`src/rtl/execute_stage.sv`:
```
// Y86-64 execute stage: E pipeline register, ALU, condition codes and branch/cmov
// condition evaluation, feeding the M pipeline register of the memory stage.
module execute_stage #(
  parameter int          WORD     = 64,
  parameter logic [2:0]  STAT_AOK = 3'd1,
  parameter logic [3:0]  RNONE    = 4'hF
) (
  input  logic            clk,
  input  logic            rst,
  input  logic [3:0]      d_icode,
  input  logic [3:0]      d_ifun,
  input  logic [WORD-1:0] d_valC,
  input  logic [WORD-1:0] d_valA,
  input  logic [WORD-1:0] d_valB,
  input  logic [3:0]      d_dstE,
  input  logic [3:0]      d_dstM,
  input  logic [2:0]      d_stat,
  input  logic            e_stall,
  input  logic            e_bubble,
  input  logic            m_bubble,
  input  logic            set_cc_block,
  output logic [WORD-1:0] e_valE,
  output logic [3:0]      e_dstE,
  output logic            e_cnd,
  output logic [3:0]      M_icode,
  output logic            M_cnd,
  output logic [WORD-1:0] M_valE,
  output logic [WORD-1:0] M_valA,
  output logic [3:0]      M_dstE,
  output logic [3:0]      M_dstM,
  output logic [2:0]      M_stat,
  output logic [2:0]      cc
);

  localparam logic [3:0] I_NOP    = 4'h1;
  localparam logic [3:0] I_RRMOVQ = 4'h2;
  localparam logic [3:0] I_IRMOVQ = 4'h3;
  localparam logic [3:0] I_RMMOVQ = 4'h4;
  localparam logic [3:0] I_MRMOVQ = 4'h5;
  localparam logic [3:0] I_OPQ    = 4'h6;
  localparam logic [3:0] I_JXX    = 4'h7;
  localparam logic [3:0] I_CALL   = 4'h8;
  localparam logic [3:0] I_RET    = 4'h9;
  localparam logic [3:0] I_PUSHQ  = 4'hA;
  localparam logic [3:0] I_POPQ   = 4'hB;

  localparam logic [3:0] ALU_ADD = 4'h0;
  localparam logic [3:0] ALU_SUB = 4'h1;
  localparam logic [3:0] ALU_AND = 4'h2;
  localparam logic [3:0] ALU_XOR = 4'h3;

  localparam logic [WORD-1:0] MINUS8 = {{(WORD-4){1'b1}}, 4'b1000};
  localparam logic [WORD-1:0] PLUS8  = {{(WORD-4){1'b0}}, 4'b1000};

  logic [3:0]      e_icode_r, e_ifun_r, e_dste_r, e_dstm_r;
  logic [WORD-1:0] e_valc_r, e_vala_r, e_valb_r;
  logic [2:0]      e_stat_r;

  logic [3:0]      m_icode_r, m_dste_r, m_dstm_r;
  logic            m_cnd_r;
  logic [WORD-1:0] m_vale_r, m_vala_r;
  logic [2:0]      m_stat_r;
  logic [2:0]      cc_r;

  logic [WORD-1:0] alua_s, alub_s, alut_s;
  logic [3:0]      alufun_s;
  logic            zf_s, sf_s, of_s, cnd_s, cc_we_s;
  logic [3:0]      dste_s;

  // E pipeline register: reset, then bubble over stall, then load from decode
  always_ff @(posedge clk) begin
    if (rst || e_bubble) begin
      e_icode_r <= I_NOP;
      e_ifun_r  <= 4'h0;
      e_valc_r  <= '0;
      e_vala_r  <= '0;
      e_valb_r  <= '0;
      e_dste_r  <= RNONE;
      e_dstm_r  <= RNONE;
      e_stat_r  <= STAT_AOK;
    end else if (e_stall) begin
      e_icode_r <= e_icode_r;
      e_ifun_r  <= e_ifun_r;
      e_valc_r  <= e_valc_r;
      e_vala_r  <= e_vala_r;
      e_valb_r  <= e_valb_r;
      e_dste_r  <= e_dste_r;
      e_dstm_r  <= e_dstm_r;
      e_stat_r  <= e_stat_r;
    end else begin
      e_icode_r <= d_icode;
      e_ifun_r  <= d_ifun;
      e_valc_r  <= d_valC;
      e_vala_r  <= d_valA;
      e_valb_r  <= d_valB;
      e_dste_r  <= d_dstE;
      e_dstm_r  <= d_dstM;
      e_stat_r  <= d_stat;
    end
  end

  // ALU operand and function selection by instruction class
  always_comb begin
    alua_s   = '0;
    alub_s   = '0;
    alufun_s = ALU_ADD;
    case (e_icode_r)
      I_RRMOVQ:           alua_s = e_vala_r;
      I_IRMOVQ:           alua_s = e_valc_r;
      I_RMMOVQ, I_MRMOVQ: begin alua_s = e_valc_r; alub_s = e_valb_r; end
      I_OPQ:              begin alua_s = e_vala_r; alub_s = e_valb_r; alufun_s = e_ifun_r; end
      I_CALL, I_PUSHQ:    begin alua_s = MINUS8;   alub_s = e_valb_r; end
      I_RET, I_POPQ:      begin alua_s = PLUS8;    alub_s = e_valb_r; end
      default:            begin alua_s = '0;       alub_s = '0; end
    endcase
  end

  // ALU datapath and flag generation
  always_comb begin
    alut_s = '0;
    of_s   = 1'b0;
    case (alufun_s)
      ALU_SUB: begin
        alut_s = alub_s - alua_s;
        of_s   = (alua_s[WORD-1] != alub_s[WORD-1]) && (alut_s[WORD-1] != alub_s[WORD-1]);
      end
      ALU_AND: alut_s = alub_s & alua_s;
      ALU_XOR: alut_s = alub_s ^ alua_s;
      default: begin
        alut_s = alub_s + alua_s;
        of_s   = (alua_s[WORD-1] == alub_s[WORD-1]) && (alut_s[WORD-1] != alua_s[WORD-1]);
      end
    endcase
    zf_s = (alut_s == '0);
    sf_s = alut_s[WORD-1];
  end

  // Branch/cmov condition from the architectural CC; cc_r is {ZF,SF,OF}
  always_comb begin
    cnd_s = 1'b0;
    if (e_icode_r == I_RRMOVQ || e_icode_r == I_JXX) begin
      case (e_ifun_r)
        4'h0:    cnd_s = 1'b1;
        4'h1:    cnd_s = (cc_r[1] ^ cc_r[0]) | cc_r[2];
        4'h2:    cnd_s = cc_r[1] ^ cc_r[0];
        4'h3:    cnd_s = cc_r[2];
        4'h4:    cnd_s = ~cc_r[2];
        4'h5:    cnd_s = ~(cc_r[1] ^ cc_r[0]);
        4'h6:    cnd_s = ~(cc_r[1] ^ cc_r[0]) & ~cc_r[2];
        default: cnd_s = 1'b0;
      endcase
    end else begin
      cnd_s = 1'b0;
    end
  end

  // A cmov that fails its condition writes no register
  always_comb begin
    if (e_icode_r == I_RRMOVQ && !cnd_s) begin
      dste_s = RNONE;
    end else begin
      dste_s = e_dste_r;
    end
  end

  // A stalled OPq is only committed once, because the hazard unit bubbles M while E holds
  assign cc_we_s = (e_icode_r == I_OPQ) && (e_stat_r == STAT_AOK) && !set_cc_block && !m_bubble;

  // Condition-code register
  always_ff @(posedge clk) begin
    if (rst) begin
      cc_r <= 3'b100;
    end else if (cc_we_s) begin
      cc_r <= {zf_s, sf_s, of_s};
    end else begin
      cc_r <= cc_r;
    end
  end

  // M pipeline register: never stalled
  always_ff @(posedge clk) begin
    if (rst || m_bubble) begin
      m_icode_r <= I_NOP;
      m_cnd_r   <= 1'b0;
      m_vale_r  <= '0;
      m_vala_r  <= '0;
      m_dste_r  <= RNONE;
      m_dstm_r  <= RNONE;
      m_stat_r  <= STAT_AOK;
    end else begin
      m_icode_r <= e_icode_r;
      m_cnd_r   <= cnd_s;
      m_vale_r  <= alut_s;
      m_vala_r  <= e_vala_r;
      m_dste_r  <= dste_s;
      m_dstm_r  <= e_dstm_r;
      m_stat_r  <= e_stat_r;
    end
  end

  assign e_valE  = alut_s;
  assign e_dstE  = dste_s;
  assign e_cnd   = cnd_s;
  assign M_icode = m_icode_r;
  assign M_cnd   = m_cnd_r;
  assign M_valE  = m_vale_r;
  assign M_valA  = m_vala_r;
  assign M_dstE  = m_dste_r;
  assign M_dstM  = m_dstm_r;
  assign M_stat  = m_stat_r;
  assign cc      = cc_r;

endmodule

```
`config.mk`:
```
export PLATFORM = sky130hd
export DESIGN_NAME = execute_stage
export DESIGN_NICKNAME = d
export VERILOG_FILES = /design/src/rtl/execute_stage.sv
export SDC_FILE = /design/constraint.sdc
export NUM_CORES = 1
export LEC_CHECK = 0
export BUFFER_PORTS_ARGS = -buffer_cell sky130_fd_sc_hd__buf_2
export CAP_MARGIN = 20
export CORE_UTILIZATION = 48
export DETAILED_ROUTE_END_ITERATION = 10
export PLACE_DENSITY = 0.7
export SLEW_MARGIN = 10
export SYNTH_ARGS = -nofsm -noshare
export SYNTH_HDL_FRONTEND = slang
export SYNTH_SLANG_ARGS = --single-unit
```
`constraint.sdc`:
```
create_clock -name clk -period 17.7 [get_ports clk]
set_input_delay 2.655 -clock clk [delete_from_list [all_inputs] [get_ports clk]]
set_output_delay 2.655 -clock clk [all_outputs]
set_load 0.01 [all_outputs]
```
### Yosys cells after proc, flatten, opt, wreduce, memory -nomap -nowiden

Cells that the tools add are included.

| cells by class | value |
|---|---|
| add/sub/neg operators | 2 |
| equality and inequality tests | 24 |
| multiplexer cells | 8 |
| bitwise logic cells | 7 |
| reductions and logical operators | 20 |

Operators by type and width:

| cell | number |
|---|---|
| one-hot mux 64 bit (4 select lines) | 1 |
| one-hot mux 64 bit (3 select lines) | 1 |
| adder 64 bit | 1 |
| AND 64 bit | 1 |
| logical NOT 64 bit | 1 |
| 2-to-1 mux 64 bit | 1 |
| subtractor 64 bit | 1 |
| bitwise XOR 64 bit | 1 |
| == test 4 x 3 -> 1 bit, second input constant | 7 |
| == test 4 x 2 -> 1 bit, second input constant | 6 |
| == test 4 bit, second input constant | 4 |
| == test 4 x 1 -> 1 bit, second input constant | 2 |
| 2-to-1 mux 4 bit | 2 |
| OR reduction 2 bit | 4 |
| one-hot mux 1 bit (7 select lines) | 1 |
| OR reduction 7 bit | 1 |
| logical AND 1 bit | 6 |
| logical NOT 4 bit | 1 |
| == test 3 x 1 -> 1 bit, second input constant | 1 |
| logical NOT 1 bit | 3 |
| logical OR 1 bit | 3 |
| != test 1 bit | 3 |
| OR reduction 3 bit | 1 |
| NOT 1 bit | 2 |
| 6 further kinds | 6 |

| storage, ports and cells | value |
|---|---|
| register bits after elaboration | 358 |
| input port bits | 217 |
| output and inout bits | 216 |
| logic and storage cells | 77 |

### Logic depth before layout (Yosys ltp)

| depth | value |
|---|---|
| word-level depth | 8 |
| mapped depth | 22 |
| gate-level depth less buffers | 20 |

### Worst setup path after synthesis

OpenSTA, ideal clock, no wires.

| timing | value |
|---|---|
| kind | register to output |
| start point | register e_icode_r[2] |
| end point | output port e_valE[62] |
| data arrival time | 4.910 ns |
| required time | 15.045 ns |
| setup slack | 10.135 ns |
| stages on the path, launching flop included | 20 |
| path buffers | 2 |
| cells stage by stage | dfxtp_1 > clkbuf_1 > mux2_2 > nor2_1 > clkbuf_1 > a22o_1 > ha_1 > inv_1 > fa_1 > nor2b_2 > o311ai_2 > a211oi_1 > nor3_1 > a2111oi_4 > o211ai_2 > a21oi_2 > a32oi_1 > mux2_1 > a221oi_1 > inv_1 |

| between the ends | value |
|---|---|
| word-level cells in the longest chain between the ends | 5 |
| elaborated cells on any way between the ends | 25 |
| those cells by class | 2 x add/sub; 12 x eq/ne; 4 x mux; 2 x bitwise; 5 x reduce/logical |

Ends and longest elaborated chain:

| element | line | text |
|---|---|---|
| start, declared | 55 | `logic [3:0] e_icode_r, e_ifun_r, e_dste_r, e_dstm_r;` |
| start signal, assigned | 82 | `e_icode_r <= e_icode_r;` |
| start signal, assigned | 91 | `e_icode_r <= d_icode;` |
| == test 4 x 3 -> 1 bit, or another cell as far along | 107 | `case (e_icode_r)` |
| OR reduction 3 bit (no line), or another cell as far along | - |  |
| one-hot mux 64 bit (4 select lines) / 2-to-1 mux 64 bit (equally long branches) | 107 |  |
| adder 64 bit, or another cell as far along | 130 | `alut_s = alub_s + alua_s;` |
| one-hot mux 64 bit (3 select lines) (*) | 122 | `case (alufun_s)` |
| end, declared | 22 | `output logic [WORD-1:0] e_valE,` |

Every way passes the cells marked *; elsewhere a longest branch is shown, timed or not.

### Worst setup path in the final report

| timing | value |
|---|---|
| start point | register e_icode_r[2] |
| end point | output port e_valE[47] |

The elaborated chain is that of the path after synthesis.

==> metrics <==
Final nets approximately 3.6k; post-route minimum period 9.85 ns; P_leak about 0.013 uW; VDD IR max approximately 0.09 mV; pwr dens 72.0 nW/um^2; worst reg2reg startpoint e_icode_r[2]$_SDFFE_PP0N_; number of synthesized flops with an enable pin 0; chip height 225 um; root buffer cell clkbuf_16; starting density of the core 48.7%; RSZ-0062 raised after global routing no; Hold Path Stages 1; clock transition time at the flip-flop clock pins of the worst setup and hold paths roughly 0.060 ns; worst skew pair latency slightly below 0.6 ns; Syn Inst Count 2981; gpl congestion between 1 and 1.5; Tcrit/Tclk final about 56%; slowest stage delay, CP 0.81 ns; initial antenna violation count 13; Die ar. just over 50000 sq um; global-route wire length before repair about 150 mm; Setup Skew approximately 0.037 ns; Achievable Freq 101 MHz; post-route ant nets 0; Synth Area per Inst about 8.0 sq um; most numerous cell in the Yosys netlist nor2_1; Die W ~230 um; largest cells by area after synthesis dfxtp_1 (30%), mux2i_1 (10%), ha_1 (6.7%); crit path DAT 7.20 ns; First DRT Iteration DRCs approximately 3.4k; Synth top area share 30.0%; Worst path top cell family by delay compound AO/OA/AOI/OAI gates; Max Transition Viols Final 0; FF-to-FF End cc[2]$_SDFFE_PP1P_; MaxCap Viol Count 0; number of global-route vias before repair 23.5k; CTS tree done; crit-path cells mux2_2, nor2_4, buf_4, a221o_1, ha_1, nand2_1, o21ai_0, a32oi_1, a22oi_1, o21ai_1, a21boi_0, nor2_1, o21ai_0, xnor2_1, o21ai_0, buf_2; max_slew headroom 17.0%; Synth Register Bits 358; Synth area leader dfxtp_1; CTS max path bufs 3; Setup TNS 0 ns; Mapped Nets 3328; ys async rst share 0%; final hold vios 0; CP Max Fanout 57; fraction of layout instances using a drive strength above 1 18.3%; CP Launch Type flop; grt total ovfl 0; dominant register cell in the synthesized netlist dfxtp_1; pre-CTS WS between 8 and 9 ns; dpl hpwl 81.9 mm; status completed; Top Ports 433; final instance area 27700 sq um; port bufs about 430; CP startpoint e_icode_r[2]$_SDFFE_PP0N_; Yosys warning count 0; top cells by count, synth nor2_1 (408), dfxtp_1 (358), mux2i_1 (246), a21oi_1 (180), and2_1 (178); Worst EP required 15.05 ns; Most common cell on crit path o21ai_0; Layout area overhead 16.1%; routed len/inst 26.7 um; hold path start e_dstm_r[3]$_SDFFE_PP1N_; Setup crit end kind output pin; Hold Path End M_dstM[3]$_SDFF_PP1_; fin worst setup slack 7.85 ns; DR vias 25.7k; worst path buffer plus inverter count 2; worst-case reg-to-reg path depth 18; Post-CTS Resized 0; setup bufs post-CTS 0; Hold/Removal Path Class reg2reg; dpl cell area between 20000 and 30000 sq um; CTS sink count 358; Tot GR Track Use roughly two fifths; Setup-failing EPs final 0; critical path type reg2out; total power approximately 2000 uW; largest net degree at the start of global routing just over 100; # DRC 0; Seq/Total Area, Yosys 30.0%; vias per cell 6.44; mapped cell area 23900 sq um; post-synth cell types 100; Slew @ Worst Pin approximately 1.2 ns; Core Footprint between 40000 and 50000 sq um; Initial DRT Pass Iterations 6; Core Rows 81; htree depth 2; CTS Buf Count 37; crit path max-delay cell type o21ai_0; drt total wl 107 mm; CTS Hold Bufs 0; Reg2Reg Setup Slack 9.93 ns
==> cells in the final DEF (no fill, tap or decap), types with 18 or more instances in the layout <==
master	count
a211oi_1	23
a21o_1	29
a21oi_1	180
a221o_1	58
a221oi_1	20
a31oi_1	29
and2_1	178
buf_2	432
buf_4	33
clkbuf_16	38
dfxtp_1	357
ha_1	128
inv_1	155
mux2i_1	245
nand2_1	146
nand2b_1	24
nand3_1	50
nand4_1	42
nor2_1	403
nor2b_1	29
nor3_1	54
nor4_1	48
o211ai_1	29
o21a_1	18
o21ai_0	110
o21bai_1	33
o31ai_1	40
or3_1	27
xnor2_1	34
==> flip-flops by register name, summed over array words and instances, names as in the netlist, 3 cells and up <==
name,cells
M_dstE,4
M_dstM,4
M_icode,4
M_stat,3
M_valA,64
M_valE,64
cc,3
e_dste_r,4
e_dstm_r,4
e_icode_r,4
e_ifun_r,4
e_stat_r,3
e_vala_r,64
e_valb_r,64
e_valc_r,64
==> area by class of cell <==
type                       instances  area, sq um
antenna                            6         15.0
clock buffer                      47         1020
clock inverter                    20          275
fill                            4576        21300
inverter                         156          586
multi-input combinational       2271        15400
sequential                       358         7170
tap                              664          831
timing repair buffer             467         2430
==> how the worst max path moves through the flow <==
stage | to | slack (ns) | cells after the start
5_1_grt | e_valE[47] | 7.66 | 16
6_report | e_valE[47] | 7.85 | 16
3_5_place_dp | e_valE[62] | 8.75 | 15
3_3_place_gp | e_valE[62] | 8.67 | 15
2_1_floorplan | e_valE[62] | 10.14 | 19
4_1_cts | e_valE[62] | 8.12 | 15
==> where the power goes <==
part / total (uW) / switching (uW) / internal [uW] / leakage [uW]
sequential: 842 / 17.5 / 825 / 0.00291
combinational: 321 / 202 / 119 / 0.00907
clock: 834 / 345 / 489 / 0.000632
total: 2000 / 565 / 1430 / 0.0126
==> metal layers <==
metal	share of wire, %	vias up	global-route usage (%)
met1	43	12400	58.6
met4	2.8	8	11.2
met2	40	1693	56.6
li1	-	11300	-
met5	0.041	-	0
met3	14	216	14.0
==> per-stage QoR <==
step / hold slack (ns) / cells / utilization (%)
floorplan: 0.415 / 2981 / -
CTS: 0.447 / 3982 / 56.5
finish: 0.442 / 3989 / 56.5
detailed placement: 0.433 / 3915 / 53.8
global placement: 0.425 / 3914 / 53.8
global route: 0.458 / 3986 / 56.5
==> kinds of logic (layout without fill, tap and decap cells) <==
kind of cell	count (synthesis)	after routing	synth area share (%)
AO/OA/AOI/OAI	762	762	22.6
XOR/XNOR	42	42	1.54
adder cells (fa/ha/maj)	130	130	6.87
buffers and inverters	352	690	5.72
flip-flops	358	358	30.0
multiplexers	255	255	10.7
other	0	6	0
AND/OR/NAND/NOR	1082	1082	22.5
Note: power is estimated with default switching activity, not from simulation.
